--- config.mk ---
export PLATFORM = sky130hd
export DESIGN_NAME = net_rate_limiter
export DESIGN_NICKNAME = d
export VERILOG_FILES = /design/src/rtl/net_rate_limiter.sv
export SDC_FILE = /design/constraint.sdc
export NUM_CORES = 1
export LEC_CHECK = 0
export ABC_AREA = 1
export CAP_MARGIN = 20
export CORE_ASPECT_RATIO = 1.1
export CORE_MARGIN = 8
export CORE_UTILIZATION = 43
export DETAILED_ROUTE_END_ITERATION = 8
export PLACE_DENSITY_LB_ADDON = 0.25
export SYNTH_ARGS = -nofsm -noshare
export SYNTH_HDL_FRONTEND = slang
export SYNTH_SLANG_ARGS = --single-unit
--- constraint.sdc ---
create_clock -name clock -period 4.1 [get_ports clock]
set_clock_uncertainty 0.1 [all_clocks]
set_input_delay 0.82 -clock clock [delete_from_list [all_inputs] [get_ports clock]]
set_output_delay 0.82 -clock clock [all_outputs]
set_load 0.005 [all_outputs]
--- src/rtl/net_rate_limiter.sv ---
// Token-bucket throttle for the 64-bit NIC transmit stream.
// Pass-through datapath gated by a token count that refills every rlimit_period+1 cycles.
module net_rate_limiter #(
    parameter int DATA_W = 64,
    parameter int KEEP_W = 8,
    parameter int CNT_W  = 32
) (
    input  logic              clock,
    input  logic              reset_n,
    input  logic              in_valid,
    output logic              in_ready,
    input  logic [DATA_W-1:0] in_data,
    input  logic [KEEP_W-1:0] in_keep,
    input  logic              in_last,
    output logic              out_valid,
    input  logic              out_ready,
    output logic [DATA_W-1:0] out_data,
    output logic [KEEP_W-1:0] out_keep,
    output logic              out_last,
    input  logic [7:0]        rlimit_inc,
    input  logic [7:0]        rlimit_period,
    input  logic [7:0]        rlimit_size,
    output logic [CNT_W-1:0]  stat_beats,
    output logic [CNT_W-1:0]  stat_frames,
    output logic [CNT_W-1:0]  stat_stalls
);

    logic [7:0] tokens;
    logic [7:0] cyc;
    logic [7:0] inc_q;
    logic [7:0] period_q;
    logic [7:0] size_q;
    logic       in_frame;

    logic       has_tok;
    logic       fire;
    logic       refill;
    logic [9:0] tok_sum;
    logic [7:0] tokens_nxt;

    // Handshake: a beat transfers on a cycle where in_valid & out_ready & has_tok;
    // valid never waits on ready, and both directions are gated by token availability.
    assign has_tok   = (tokens != 8'd0);
    assign out_valid = in_valid & has_tok;
    assign in_ready  = out_ready & has_tok;
    assign fire      = in_valid & out_ready & has_tok;

    assign out_data  = in_data;
    assign out_keep  = in_keep;
    assign out_last  = in_last;

    // >= rather than == so a period shrink at a frame boundary cannot skip a wrap.
    assign refill = (cyc >= period_q);

    always_comb begin
        tok_sum    = {2'b00, tokens} - {9'd0, fire};
        tokens_nxt = tokens;
        if (refill) begin
            tok_sum = tok_sum + {2'b00, inc_q};
        end
        if (tok_sum > {2'b00, size_q}) begin
            tokens_nxt = size_q;
        end else begin
            tokens_nxt = tok_sum[7:0];
        end
    end

    always_ff @(posedge clock or negedge reset_n) begin
        if (!reset_n) begin
            tokens   <= 8'd0;
            cyc      <= 8'd0;
            inc_q    <= 8'd0;
            period_q <= 8'd0;
            size_q   <= 8'd0;
            in_frame <= 1'b0;
        end else begin
            tokens <= tokens_nxt;
            cyc    <= refill ? 8'd0 : cyc + 8'd1;
            // Rate settings only change between frames.
            if (!in_frame) begin
                inc_q    <= rlimit_inc;
                period_q <= rlimit_period;
                size_q   <= rlimit_size;
            end
            if (fire) begin
                in_frame <= !in_last;
            end
        end
    end

    always_ff @(posedge clock or negedge reset_n) begin
        if (!reset_n) begin
            stat_beats  <= '0;
            stat_frames <= '0;
            stat_stalls <= '0;
        end else begin
            if (fire) begin
                stat_beats <= stat_beats + CNT_W'(1);
            end
            if (fire && in_last) begin
                stat_frames <= stat_frames + CNT_W'(1);
            end
            if (in_valid && !has_tok) begin
                stat_stalls <= stat_stalls + CNT_W'(1);
            end
        end
    end

endmodule

After elaboration in Yosys (flattened, before gate mapping)
Index checks and enable logic that the tools add are counted.
- flip-flop bits (word level): 137
- input bits: 101
- output and inout bits: 171
- word-level logic and storage cells: 29
- $add $sub $neg: 6
- magnitude comparators: 2
- multiplexer cells: 3
- bitwise gates (word level): 4
- reduce and logical (&&, ||, !) cells: 5
- operators with widths (cell ; number):
    adder 32 x 1 -> 32 bit, second input constant ; 3
    2-to-1 mux 8 bit ; 2
    adder 9 x 9 -> 10 bit ; 1
    > comparator 10 x 8 -> 1 bit ; 1
    2-to-1 mux 10 bit ; 1
    subtractor 8 x 1 -> 9 bit ; 1
    adder 8 x 1 -> 8 bit, second input constant ; 1
    >= comparator 8 bit ; 1
    nonzero test 8 bit ; 1
    AND 1 bit ; 4
    logical AND 1 bit ; 2
    logical NOT 1 bit ; 2

Depth between registers and ports, before layout
- word-level depth: 7
- gate-level depth with buffers: 30

Worst setup path after synthesis
No wires, ideal clock.
- kind: input-to-reg
- start: in in_valid
- end: reg tokens[0]
- setup time: 0.066 ns
- data arrival time: 4.174 ns
- required time: 3.934 ns
- setup slack: -0.240 ns
- stages on the path: 27
- path buffers: 1
- cells stage by stage: inv_1 nor2_4 nand2_4 clkinv_2 clkbuf_1 ha_1 ha_1 nand2_1 xor2_1 inv_1 ha_1 nand2_1 inv_1 nand3_1 nand2_1 xnor2_1 o21ai_0 ha_1 nand2_1 nor2_1 a211oi_1 o211ai_1 inv_1 nand2_1 nand2_1 nand2_1 nand2_1
- cells in the longest elaborated chain, start to end: 7
- RTL lines (item ; RTL line ; RTL):
    start, declared ; 10 ; input logic in_valid,
    AND 1 bit (*) (2 in series) ; 46 ; assign fire = in_valid & out_ready & has_tok;
    subtractor 8 x 1 -> 9 bit (*) ; 56 ; tok_sum = {2'b00, tokens} - {9'd0, fire};
    adder 9 x 9 -> 10 bit ; 59 ; tok_sum = tok_sum + {2'b00, inc_q};
    2-to-1 mux 10 bit (*) ; 58 ; if (refill) begin
    > comparator 10 x 8 -> 1 bit ; 61 ; if (tok_sum > {2'b00, size_q}) begin
    2-to-1 mux 8 bit (*) ; 61 ;
    via tokens_nxt[0] ; 39 ; logic [7:0] tokens_nxt;
    end signal, assigned ; 77 ; tokens <= tokens_nxt;
    end, declared ; 28 ; logic [7:0] tokens;
The timed path passes the listed nets; every way through them passes the cells marked *.
A chain may end at the register's enable or synchronous reset.

Worst setup path after layout
- start: reg tokens[2]
- end: reg tokens[7]
- cells in the longest elaborated chain, start to end: 7
- RTL lines (item ; RTL line ; RTL):
    nonzero test 8 bit ; 43 ; assign has_tok = (tokens != 8'd0);
    AND 1 bit ; 46 ;
    subtractor 8 x 1 -> 9 bit (*) ; 56 ;
    adder 9 x 9 -> 10 bit ; 59 ;
    2-to-1 mux 10 bit (*) ; 58 ;
    > comparator 10 x 8 -> 1 bit ; 61 ;
    2-to-1 mux 8 bit (*) ; 61 ;
    via tokens_nxt[7] ; 39 ;
Marked as above.

==> impl_metrics.tcl <==
set metrics [dict create \
    grt_max_degree 85 \
    required_ns 4.30 \
    yosys_warnings 0 \
    die_h_um 163 \
    slowest_delay_ns 0.44 \
    die_w_um 149 \
    outcome "completed" \
    ys_seq_area_share_pct 40.7 \
    p_per_area_mw_per_mm2 602 \
    min_path_type "input port to asynchronous set/reset pin" \
    grt_pass1_vias 7052 \
    wl_per_cell_um 15.2 \
    route.vias.total 6810 \
    syn-mean-instance-area_um2 8.17 \
    fin_cells 1392 \
    crit_slowest_cell "dfrtp_1" \
    synthArstFlopShare_pct 100 \
    synth_cells 1030 \
    via_per_inst 4.89 \
    tightest_slew_ns 0.788 \
    r2r_start "tokens[2]" \
    critPathMostFrequentCell "nand2_2" \
    antenna_cells 0 \
    final_nets 1265 \
    place.gp.congestion 0.896 \
    dpl.hpwl_mm 15.8 \
    hold_viol_final 0 \
    antenna_found_initial 0 \
    comb_power_share_pct 44.1 \
    timing.max_slew.rel_slack_pct 47.5 \
    muxShareOfSynthArea_pct 0 \
    ys_types 46 \
    switching_power_mw 2.44 \
    drtPass1Iterations 4 \
    h-tree-depth 4 \
    cts.sinks 137 \
    dp_cells 1351 \
    reg2reg_depth 28 \
    cts.clk_slew.worst_paths_ns 0.06 \
    design.die.area_mm2 0.0243 \
    fin_area_mm2 0.0105 \
    start_util_pct 43.9 \
    hold_ws_ns 0.344 \
    setup_slack_ns 0.204 \
    worst_setup_path_end_kind "flop" \
    pin_count 272 \
    synth_flop_cell "dfrtp_1" \
    clockBufferDepth 2 \
    syn-cell-area_mm2 0.00842 \
    root_buffer "clkbuf_16" \
    synth_top_family_by_area "simple AND/OR/NAND/NOR gates" \
    swShare_pct 38.5 \
    synth_compound_area_share_pct 3.72 \
    synthSimpleGateAreaFrac_pct 27.4 \
    rsz0062_at_grt "yes" \
    cts_buffers 17 \
    syn_nets 1163 \
    seqPwrFrac_pct 31.0 \
    drive_above_1_share_pct 13.2 \
    fin_crit_ns 3.90 \
    synth_xor_area_share_pct 10.6 \
    fin_crit_sh_pct 95.0 \
    drv_slew 0 \
    insertion_delay_ns 0.43 \
    cap_violations 0 \
    leakage_nw 5.07 \
    internal_power_mw 3.90 \
    finalPower_mw 6.34 \
    placed_cell_area_mm2 0.00968 \
    fmax_mhz 257 \
    clockPowerShare_pct 24.9 \
    drc 0 \
    ant_nets 0 \
    totalWireLength_mm 21.2 \
    grt_overflow_total 0 \
    grt_pass1_wl_mm 34.9 \
    coreArea_mm2 0.0192 \
    portBuffers 127 \
    synth_edf_count 0 \
    rows 53 \
    arrival_ns 4.10 \
    startpoint_type "flop" \
    cts_tree "yes" \
    peakVddDrop_v 0.000370 \
    worstSetupPathType "flop to flop" \
    cp_top_family "simple AND/OR/NAND/NOR gates" \
    synth-adder-area-share_pct 4.85 \
    ys_ff_latch 137 \
    finalSetupViolations 0 \
    r2r_end "tokens[7]" \
    reg2reg_setup_slack_ns 0.20 \
    grt.total_usage_pct 17.7 \
    syn_to_final_growth_pct 25.1 \
    pre_cts_ws_ns -0.465 \
    worstPathMaxFanout 8 \
    drt-initial-drc-count 250 \
    critPathBufInv 4 \
]
registers in the layout, summed over array words and instances (netlist names):
name	flops
period_q	8
in_frame	1
stat_stalls	32
stat_frames	32
cyc	8
inc_q	8
tokens	8
size_q	8
stat_beats	32
cell families (layout without fill, tap and decap cells):
logic type / after synthesis / in the layout
adder cells (fa/ha/maj): 32 / 32
flip-flops: 137 / 137
buffers and inverters: 210 / 323
AO/OA/AOI/OAI: 59 / 59
AND/OR/NAND/NOR: 490 / 492
XOR/XNOR: 102 / 102
layout by cell type, fill, tap and decap left out, drive strengths merged, types with 18 or more instances in the layout:
cell           Yosys  layout
xnor2             26      26
xor2              76      76
clkbuf             9      18
dfrtp            137     137
inv              124     127
nor3              51      51
clkdlybuf4s50      0     125
nor2              83      83
o21ai             41      41
nand3             45      45
buf               75      39
nand4             21      21
nand2            268     270
ha                31      31
cells in the mapped netlist (2+ instances only):
library cell | number | area (um2)
a21oi_1 | 11 | 55.1
and3_1 | 2 | 12.5
buf_1 | 2 | 7.51
buf_4 | 73 | 548
clkbuf_1 | 9 | 33.8
dfrtp_1 | 137 | 3430
ha_1 | 31 | 388
inv_1 | 122 | 458
nand2_1 | 257 | 965
nand2_2 | 6 | 37.5
nand2_4 | 5 | 56.3
nand3_1 | 40 | 200
nand3_2 | 4 | 40.0
nand3b_1 | 2 | 15.0
nand4_1 | 20 | 125
nor2_1 | 65 | 244
nor2_2 | 11 | 68.8
nor2_4 | 5 | 56.3
nor2_8 | 2 | 40.0
nor3_1 | 47 | 235
nor3_2 | 3 | 30.0
nor3b_1 | 2 | 15.0
nor4_1 | 11 | 68.8
o21ai_0 | 40 | 200
o21bai_1 | 2 | 15.0
xnor2_1 | 26 | 228
xor2_1 | 76 | 666
power groups by stage:
| stage | Sequential (mW) | Clock [mW] | Combinational (mW) |
|---|---|---|---|
| 2_1_floorplan | 1.89 | 0 | 1.57 |
| 3_3_place_gp | 1.97 | 0 | 2.42 |
| 3_5_place_dp | 1.97 | 0 | 2.46 |
| 4_1_cts | 1.96 | 1.62 | 2.49 |
| 5_1_grt | 2.00 | 1.67 | 3.16 |
| 6_report | 1.96 | 1.58 | 2.79 |
through the flow:
stage                     TNS, ns  utilization (%)
after detailed placement    -3.65             50.5
final                           0             54.9
after CTS                       0             53.7
after global routing       -0.453             54.9
after global placement      -3.17             50.5
after floorplan                 0                -
routing by layer:
metal	wire length, um	GRT usage (%)	vias to the layer above
met2	10300	29.5	166
met4	667	9.37	0
met3	1100	4.20	53
met5	0	0	-
li1	-	-	3399
met1	9100	20.8	3192
worst max-delay path by stage:
stage                      endpoint  startpoint  depth (start not counted)
after CTS                 tokens[4]    in_valid                         27
after global placement    tokens[0]    in_valid                         27
after global routing      tokens[0]   tokens[3]                         26
final                     tokens[7]   tokens[2]                         28
after detailed placement  tokens[0]    in_valid                         24
after floorplan           tokens[4]    in_valid                         27
what timing repair did:
item                       in CTS  in global routing
pin swaps                       0                 22
setup buffers                   0                  6
gates resized for setup         3                 41
gates cloned                    0                  2
hold buffers                    0                  0
setup endpoints to repair       8                  8
area by class of cell:
class,instances,area [um2]
tap,247,309
multi-input combinational,685,4120
fill,1730,8630
clock buffer,18,429
inverter,126,480
sequential,137,3430
timing repair buffer,165,1590
clock inverter,14,173
Note: power is estimated with default switching activity, not from simulation.
